## src/rtl/button_debounce.sv

```systemverilog
`default_nettype none
// +----------------------------------------------------------------------------+
// | button_debounce: three independent active-low button debouncers           |
// | Outputs: level, press/release pulses and long-press flag per channel.     |
// | Rev 1.0                                                                   |
// +----------------------------------------------------------------------------+
module button_debounce #(
  parameter int STABLE_CYCLES = 50000,
  parameter int HOLD_CYCLES   = 25000000
) (
  input  logic       clk,
  input  logic       reset,
  input  logic [2:0] button_i,
  output logic [2:0] button_o,
  output logic [2:0] pressed_o,
  output logic [2:0] released_o,
  output logic [2:0] held_o
);

  localparam int CNT_W  = $clog2(STABLE_CYCLES);
  localparam int HOLD_W = $clog2(HOLD_CYCLES + 1);
  localparam logic [CNT_W-1:0]  CNT_LAST = CNT_W'(STABLE_CYCLES - 1);
  localparam logic [CNT_W-1:0]  CNT_ONE  = CNT_W'(1);
  localparam logic [HOLD_W-1:0] HOLD_MAX = HOLD_W'(HOLD_CYCLES);

  typedef enum logic [1:0] {
    ST_RELEASED     = 2'd0,
    ST_PRESS_WAIT   = 2'd1,
    ST_PRESSED      = 2'd2,
    ST_RELEASE_WAIT = 2'd3
  } state_t;

  // Inversion sits ahead of the synchronizer so a reset value of 0 means "released".
  logic [2:0] sync1_q, sync2_q;

  always_ff @(posedge clk or posedge reset) begin
    if (reset) begin
      sync1_q <= 3'b000;
      sync2_q <= 3'b000;
    end else begin
      sync1_q <= ~button_i;
      sync2_q <= sync1_q;
    end
  end

  for (genvar ch = 0; ch < 3; ch++) begin : g_chan
    state_t             state_q, state_d;
    logic [CNT_W-1:0]   cnt_q, cnt_d;
    logic [HOLD_W-1:0]  hold_q, hold_d;
    logic               button_q, button_d;
    logic               pressed_q, pressed_d;
    logic               released_q, released_d;
    logic               held_q, held_d;
    logic               s;

    assign s = sync2_q[ch];

    always_comb begin
      state_d    = state_q;
      cnt_d      = cnt_q;
      pressed_d  = 1'b0;
      released_d = 1'b0;
      case (state_q)
        ST_RELEASED: begin
          if (s) begin
            state_d = ST_PRESS_WAIT;
            cnt_d   = CNT_ONE;
          end else begin
            cnt_d   = '0;
          end
        end
        ST_PRESS_WAIT: begin
          if (!s) begin
            state_d = ST_RELEASED;
            cnt_d   = '0;
          end else if (cnt_q == CNT_LAST) begin
            state_d   = ST_PRESSED;
            cnt_d     = '0;
            pressed_d = 1'b1;
          end else begin
            cnt_d = cnt_q + CNT_ONE;
          end
        end
        ST_PRESSED: begin
          if (!s) begin
            state_d = ST_RELEASE_WAIT;
            cnt_d   = CNT_ONE;
          end else begin
            cnt_d   = '0;
          end
        end
        ST_RELEASE_WAIT: begin
          if (s) begin
            state_d = ST_PRESSED;
            cnt_d   = '0;
          end else if (cnt_q == CNT_LAST) begin
            state_d    = ST_RELEASED;
            cnt_d      = '0;
            released_d = 1'b1;
          end else begin
            cnt_d = cnt_q + CNT_ONE;
          end
        end
        default: begin
          state_d = ST_RELEASED;
          cnt_d   = '0;
        end
      endcase

      button_d = (state_d == ST_PRESSED) || (state_d == ST_RELEASE_WAIT);

      // Hold time counts cycles the debounced level was already high; release wins.
      hold_d = hold_q;
      if (released_d) begin
        hold_d = '0;
      end else if (button_q && (hold_q != HOLD_MAX)) begin
        hold_d = hold_q + HOLD_W'(1);
      end
      held_d = !released_d && (hold_d == HOLD_MAX);
    end

    always_ff @(posedge clk or posedge reset) begin
      if (reset) begin
        state_q    <= ST_RELEASED;
        cnt_q      <= '0;
        hold_q     <= '0;
        button_q   <= 1'b0;
        pressed_q  <= 1'b0;
        released_q <= 1'b0;
        held_q     <= 1'b0;
      end else begin
        state_q    <= state_d;
        cnt_q      <= cnt_d;
        hold_q     <= hold_d;
        button_q   <= button_d;
        pressed_q  <= pressed_d;
        released_q <= released_d;
        held_q     <= held_d;
      end
    end

    assign button_o[ch]   = button_q;
    assign pressed_o[ch]  = pressed_q;
    assign released_o[ch] = released_q;
    assign held_o[ch]     = held_q;
  end

endmodule
`default_nettype wire

```

## config.mk

```make
export PLATFORM = sky130hd
export DESIGN_NAME = button_debounce
export DESIGN_NICKNAME = d
export VERILOG_FILES = /design/src/rtl/button_debounce.sv
export SDC_FILE = /design/constraint.sdc
export NUM_CORES = 1
export LEC_CHECK = 0
export ABC_AREA = 0
export CORE_MARGIN = 4
export CORE_UTILIZATION = 55
export CTS_CLUSTER_SIZE = 10
export DETAILED_ROUTE_END_ITERATION = 10
export PLACE_DENSITY = 0.75
export SLEW_MARGIN = 20
export SYNTH_ARGS = -nofsm -noshare
export SYNTH_HDL_FRONTEND = slang
export SYNTH_SLANG_ARGS = --single-unit
```

## constraint.sdc

```tcl
create_clock -name clk -period 4.16 [get_ports clk]
set_input_delay 0.416 -clock clk [delete_from_list [all_inputs] [get_ports clk]]
set_output_delay 0.416 -clock clk [all_outputs]
set_load 0.1 [all_outputs]
```

==> summary.log <==
[route] count of TritonRoute iterations in the first routing pass 5
[clocking] number of buffers created by CTS 17
[sta] RSZ-0062 raised after global routing false
[placed_design] input/output buffers 16
[yosys] Cell variety after synth 65
[clocking] total setup buffers inserted after CTS 0
[route] Detail Route Antenna Nets 0
[clocking] clock-pin slew of the registers on the worst-case setup and hold paths 0.06 ns
[yosys] post-synthesis instance total 842
[clocking] H-tree levels 4
[layout] share of cells above drive strength 1 8.23%
[sta] endpoints failing hold 0
[yosys] average footprint of a synthesized cell 9.50 um2
[global_route] initial antenna violation count 0
[critical_path] startpoint type of the worst setup path register
[pwr] Power Density 344 nW/um2
[sta] Final Max Tran Viols 0
[critical_path] critical register-to-register path startpoint g_chan[2].hold_q[0]$_DFF_PP0_
[sta] final hold slack 0.317 ns
[sta] least setup slack across all paths after layout 1.14 ns
[critical_path] Critical Path End Type register
[worst_hold_path] worst hold-check path type input pin to asynchronous set/reset pin
[global_route] grt total ovfl 0
[route] total via count in the routed design 5,949
[floorplanning] Die Span Y 129 um
[placed_design] worst slack at placement 1.24 ns
[sta] final period utilization 72.5%
[yosys] nets in the synthesized netlist 856
[floorplanning] full die area 16,500 um2
[critical_path] Critical path buffers and inverters 1
[yosys] part of the Yosys area used for sequential elements 45.7%
[yosys] total number of yosys warnings 0
[critical_path] depth of the worst register-to-register path 9
[sta] clock period minus worst slack 3.02 ns
[yosys] summed instance area of the synthesized netlist 8000 um2
[route] average detailed-routed wire length per instance 15.3 um
[sta] Worst Max-Slew Pin Slew 1.00 ns
[placed_design] weighted congestion reported at the end of routability-driven placement 0.899
[clocking] maximum buffer depth of the clock tree 2
[clocking] Root Driver clkbuf_16
[global_route] wire length of the first global-routing pass 27,700 um
[flow_run] number of maximum-capacitance violations 0
[critical_path] arrival time of data at the critical path endpoint 3.34 ns
[layout] final design utilization 62.7%
[clocking] Sinks on Clock Net 146
[yosys] post-synthesis async set-or-reset flop share 100%
[floorplanning] cell row count 43
[placed_design] cell total after placement 998
[critical_path] type of the worst setup path register to register
[global_route] vias in the first global route 5,848
[floorplanning] I/O pin count 17
[yosys] prevailing post-synth register cell dfrtp_1
[global_route] global-route usage over all layers 20.4%
[critical_path] cell seen most often among critical-path stages nor4_1
[global_route] largest net degree at the start of global routing 67
[layout] number of diodes 0
[critical_path] Max FO, Critical Path 18
[sta] worst rel slew slack 33.1%
[critical_path] worst reg2reg endpoint g_chan[2].held_q$_DFF_PP0_
[clocking] CTS tree yes
[critical_path] cell family with most CP delay simple AND/OR/NAND/NOR gates
[sta] timing-limited maximum frequency 0.332 GHz
[critical_path] CP peak stage delay 0.81 ns
[run_status] run status complete, no violations
[sta] aggregate negative setup slack 0 ns
[floorplanning] Chip Width 129 um
[critical_path] sequence of cells on the critical path inv_1, ha_1, nor4bb_1, nand4_1, o41ai_4, nor4_1, xnor2_1, nand4b_1, nor4_1
[route] DRC marker count from the first detailed-route iteration 478
[critical_path] Crit path required time 4.48 ns
[yosys] total of flip-flops plus latches after synthesis 146
[floorplanning] Initial Utilization 57.0%
[clocking] number of gates resized after cts 0
[yosys] number of synthesized flops with an enable pin 0
[clocking] clock insertion delay at the later pin of the skew report 0.42 ns
[sta] Setup Skew 0.00980 ns
[critical_path] slowest cell on the critical path o41ai_4
[clocking] quantity of hold-fixing buffers added after cts 0
[layout] Net count, final 852
[pwr] largest vdd supply drop 0.243 mV
[route] drt drc 0
[layout] growth of design area from synthesis to finish 10.1%
[critical_path] worst reg2reg setup slack 1.14 ns
[route] average via count per standard cell 5.77
[layout] number of fill cells in the layout 1,106
[layout] final non-filler cell total 1,031
[placed_design] half-perimeter wire length of the detailed placement result 10,800 um
[floorplanning] placeable core area 14,000 um2
[sta] endpoints failing setup 0
[pwr] leakage power total 3.72 nW
[route] final WL 15,800 um
-- layout make-up --
cell class / count / area, um2 / area share, %
Tap cell: 180 / 225 / 2.56
Multi-Input combinational cell: 629 / 4000 / 45.4
Timing Repair Buffer: 23 / 238 / 2.70
Clock buffer: 21 / 480 / 5.45
Clock inverter: 11 / 126 / 1.43
Inverter: 21 / 82.6 / 0.937
Sequential cell: 146 / 3650 / 41.5
-- registers in the layout, summed over array words and instances (netlist names) --
name / cells
sync1_q: 3
sync2_q: 3
g_chan.hold_q: 75
g_chan.pressed_q: 3
g_chan.released_q: 3
g_chan.cnt_q: 48
g_chan.button_q: 3
g_chan.state_q: 5
g_chan.held_q: 3
-- synth_stat cells (all sizes together), types with 3 or more instances --
cell type  number  area (um2)
a2111oi         3        26.3
a211oi          3        22.5
a21boi          3        22.5
a21oi          12        60.1
a31oi           9        56.3
and2            7        43.8
and3           25         158
and4           12         105
buf            24         163
clkbuf         22         104
dfrtp         146        3650
ha              9         113
inv            21        78.8
mux2            4        45.0
mux2i           5        50.1
nand2          56         210
nand2b          4        25.0
nand3          52         260
nand4          33         213
nand4b          8        76.3
nor2          148         558
nor2b           5        31.3
nor3           21         120
nor3b          10        80.1
nor4           16         128
nor4b           6        58.8
nor4bb          7        70.1
o21ai          12        71.3
o22ai           3        18.8
o31ai           3        22.5
or2             3        18.8
or3             7        43.8
or4             3        30.0
or4b            5        53.8
xnor2          57         499
xor2           61         534
-- layout by cell type (no fill, tap or decap), types with 5 or more instances in the layout --
master / synthesis / layout
nor4bb_1: 7 / 7
a31oi_1: 9 / 9
inv_1: 21 / 20
clkinvlp_4: 0 / 5
or3_1: 7 / 7
ha_1: 9 / 9
o21ai_0: 11 / 11
and2_1: 7 / 7
nor2_1: 147 / 147
nor4_1: 13 / 13
nand2_1: 56 / 56
nor4b_1: 5 / 5
clkbuf_16: 0 / 17
nand3_1: 52 / 52
clkdlybuf4s50_1: 0 / 16
buf_4: 12 / 5
a21oi_1: 12 / 12
nand4b_1: 7 / 7
xor2_1: 61 / 61
nor3b_1: 9 / 9
nor3_1: 18 / 18
and4_1: 12 / 12
nand4_1: 32 / 32
and3_1: 24 / 24
xnor2_1: 57 / 57
mux2i_1: 5 / 5
dfrtp_1: 146 / 146
nor2b_1: 5 / 5
-- power breakdown --
| part | switching (W) | leakage (nW) | internal [W] |
|---|---|---|---|
| sequential | 0.00000652 | 2.01 | 0.00143 |
| combinational | 0.0000406 | 1.42 | 0.0000157 |
| clock | 0.000594 | 0.288 | 0.000948 |
-- layer usage --
layer  up-vias  share of wire, %  GRT usage [%]
li1       2911                 -              -
met2       148                47           31.4
met4         0               1.7           7.23
met1      2869                47           28.8
met5         -                 0              0
met3        21               4.2           4.48
-- worst reg2reg max path, stage by stage, from the launching register on --
cell and delay (ns):
dfrtp_1 0.42, inv_1 0.15, ha_1 0.16, nor4bb_1 0.29, nand4_1 0.20, o41ai_4 0.81, nor4_1 0.14, xnor2_1 0.27
nand4b_1 0.17, nor4_1 0.30
-- cell families (layout without fill, tap and decap cells) --
kind of cell | after synthesis | in the layout | share of synthesized area (%)
DFF | 146 | 146 | 45.7
muxes | 9 | 9 | 1.19
xor gates and xnor gates | 118 | 118 | 12.9
buffers and inverters | 67 | 76 | 4.32
and+or+nand+nor | 434 | 434 | 29.3
adders and majority gates | 9 | 9 | 1.41
AOI/OAI and AO/OA | 59 | 59 | 5.24
-- worst max-delay path by stage --
| stage | end | depth (start not counted) | start |
|---|---|---|---|
| after global routing | g_chan[2].held_q$_DFF_PP0_ | 9 | g_chan[2].hold_q[0]$_DFF_PP0_ |
| final | g_chan[2].held_q$_DFF_PP0_ | 9 | g_chan[2].hold_q[0]$_DFF_PP0_ |
| after floorplan | g_chan[0].held_q$_DFF_PP0_ | 8 | g_chan[0].hold_q[4]$_DFF_PP0_ |
| after CTS | g_chan[2].held_q$_DFF_PP0_ | 9 | g_chan[2].hold_q[0]$_DFF_PP0_ |
| after detailed placement | g_chan[2].held_q$_DFF_PP0_ | 9 | g_chan[2].hold_q[0]$_DFF_PP0_ |
| after global placement | g_chan[2].held_q$_DFF_PP0_ | 7 | g_chan[2].cnt_q[10]$_DFF_PP0_ |
-- metrics by stage --
stage,power [W],area (um2)
final,0.00303,8810
after global routing,0.00314,8810
after CTS,0.00306,8790
after detailed placement,0.00152,8180
after global placement,0.00152,8180
after floorplan,0.00150,8010
No activity file was read; power rests on OpenSTA's default activity.
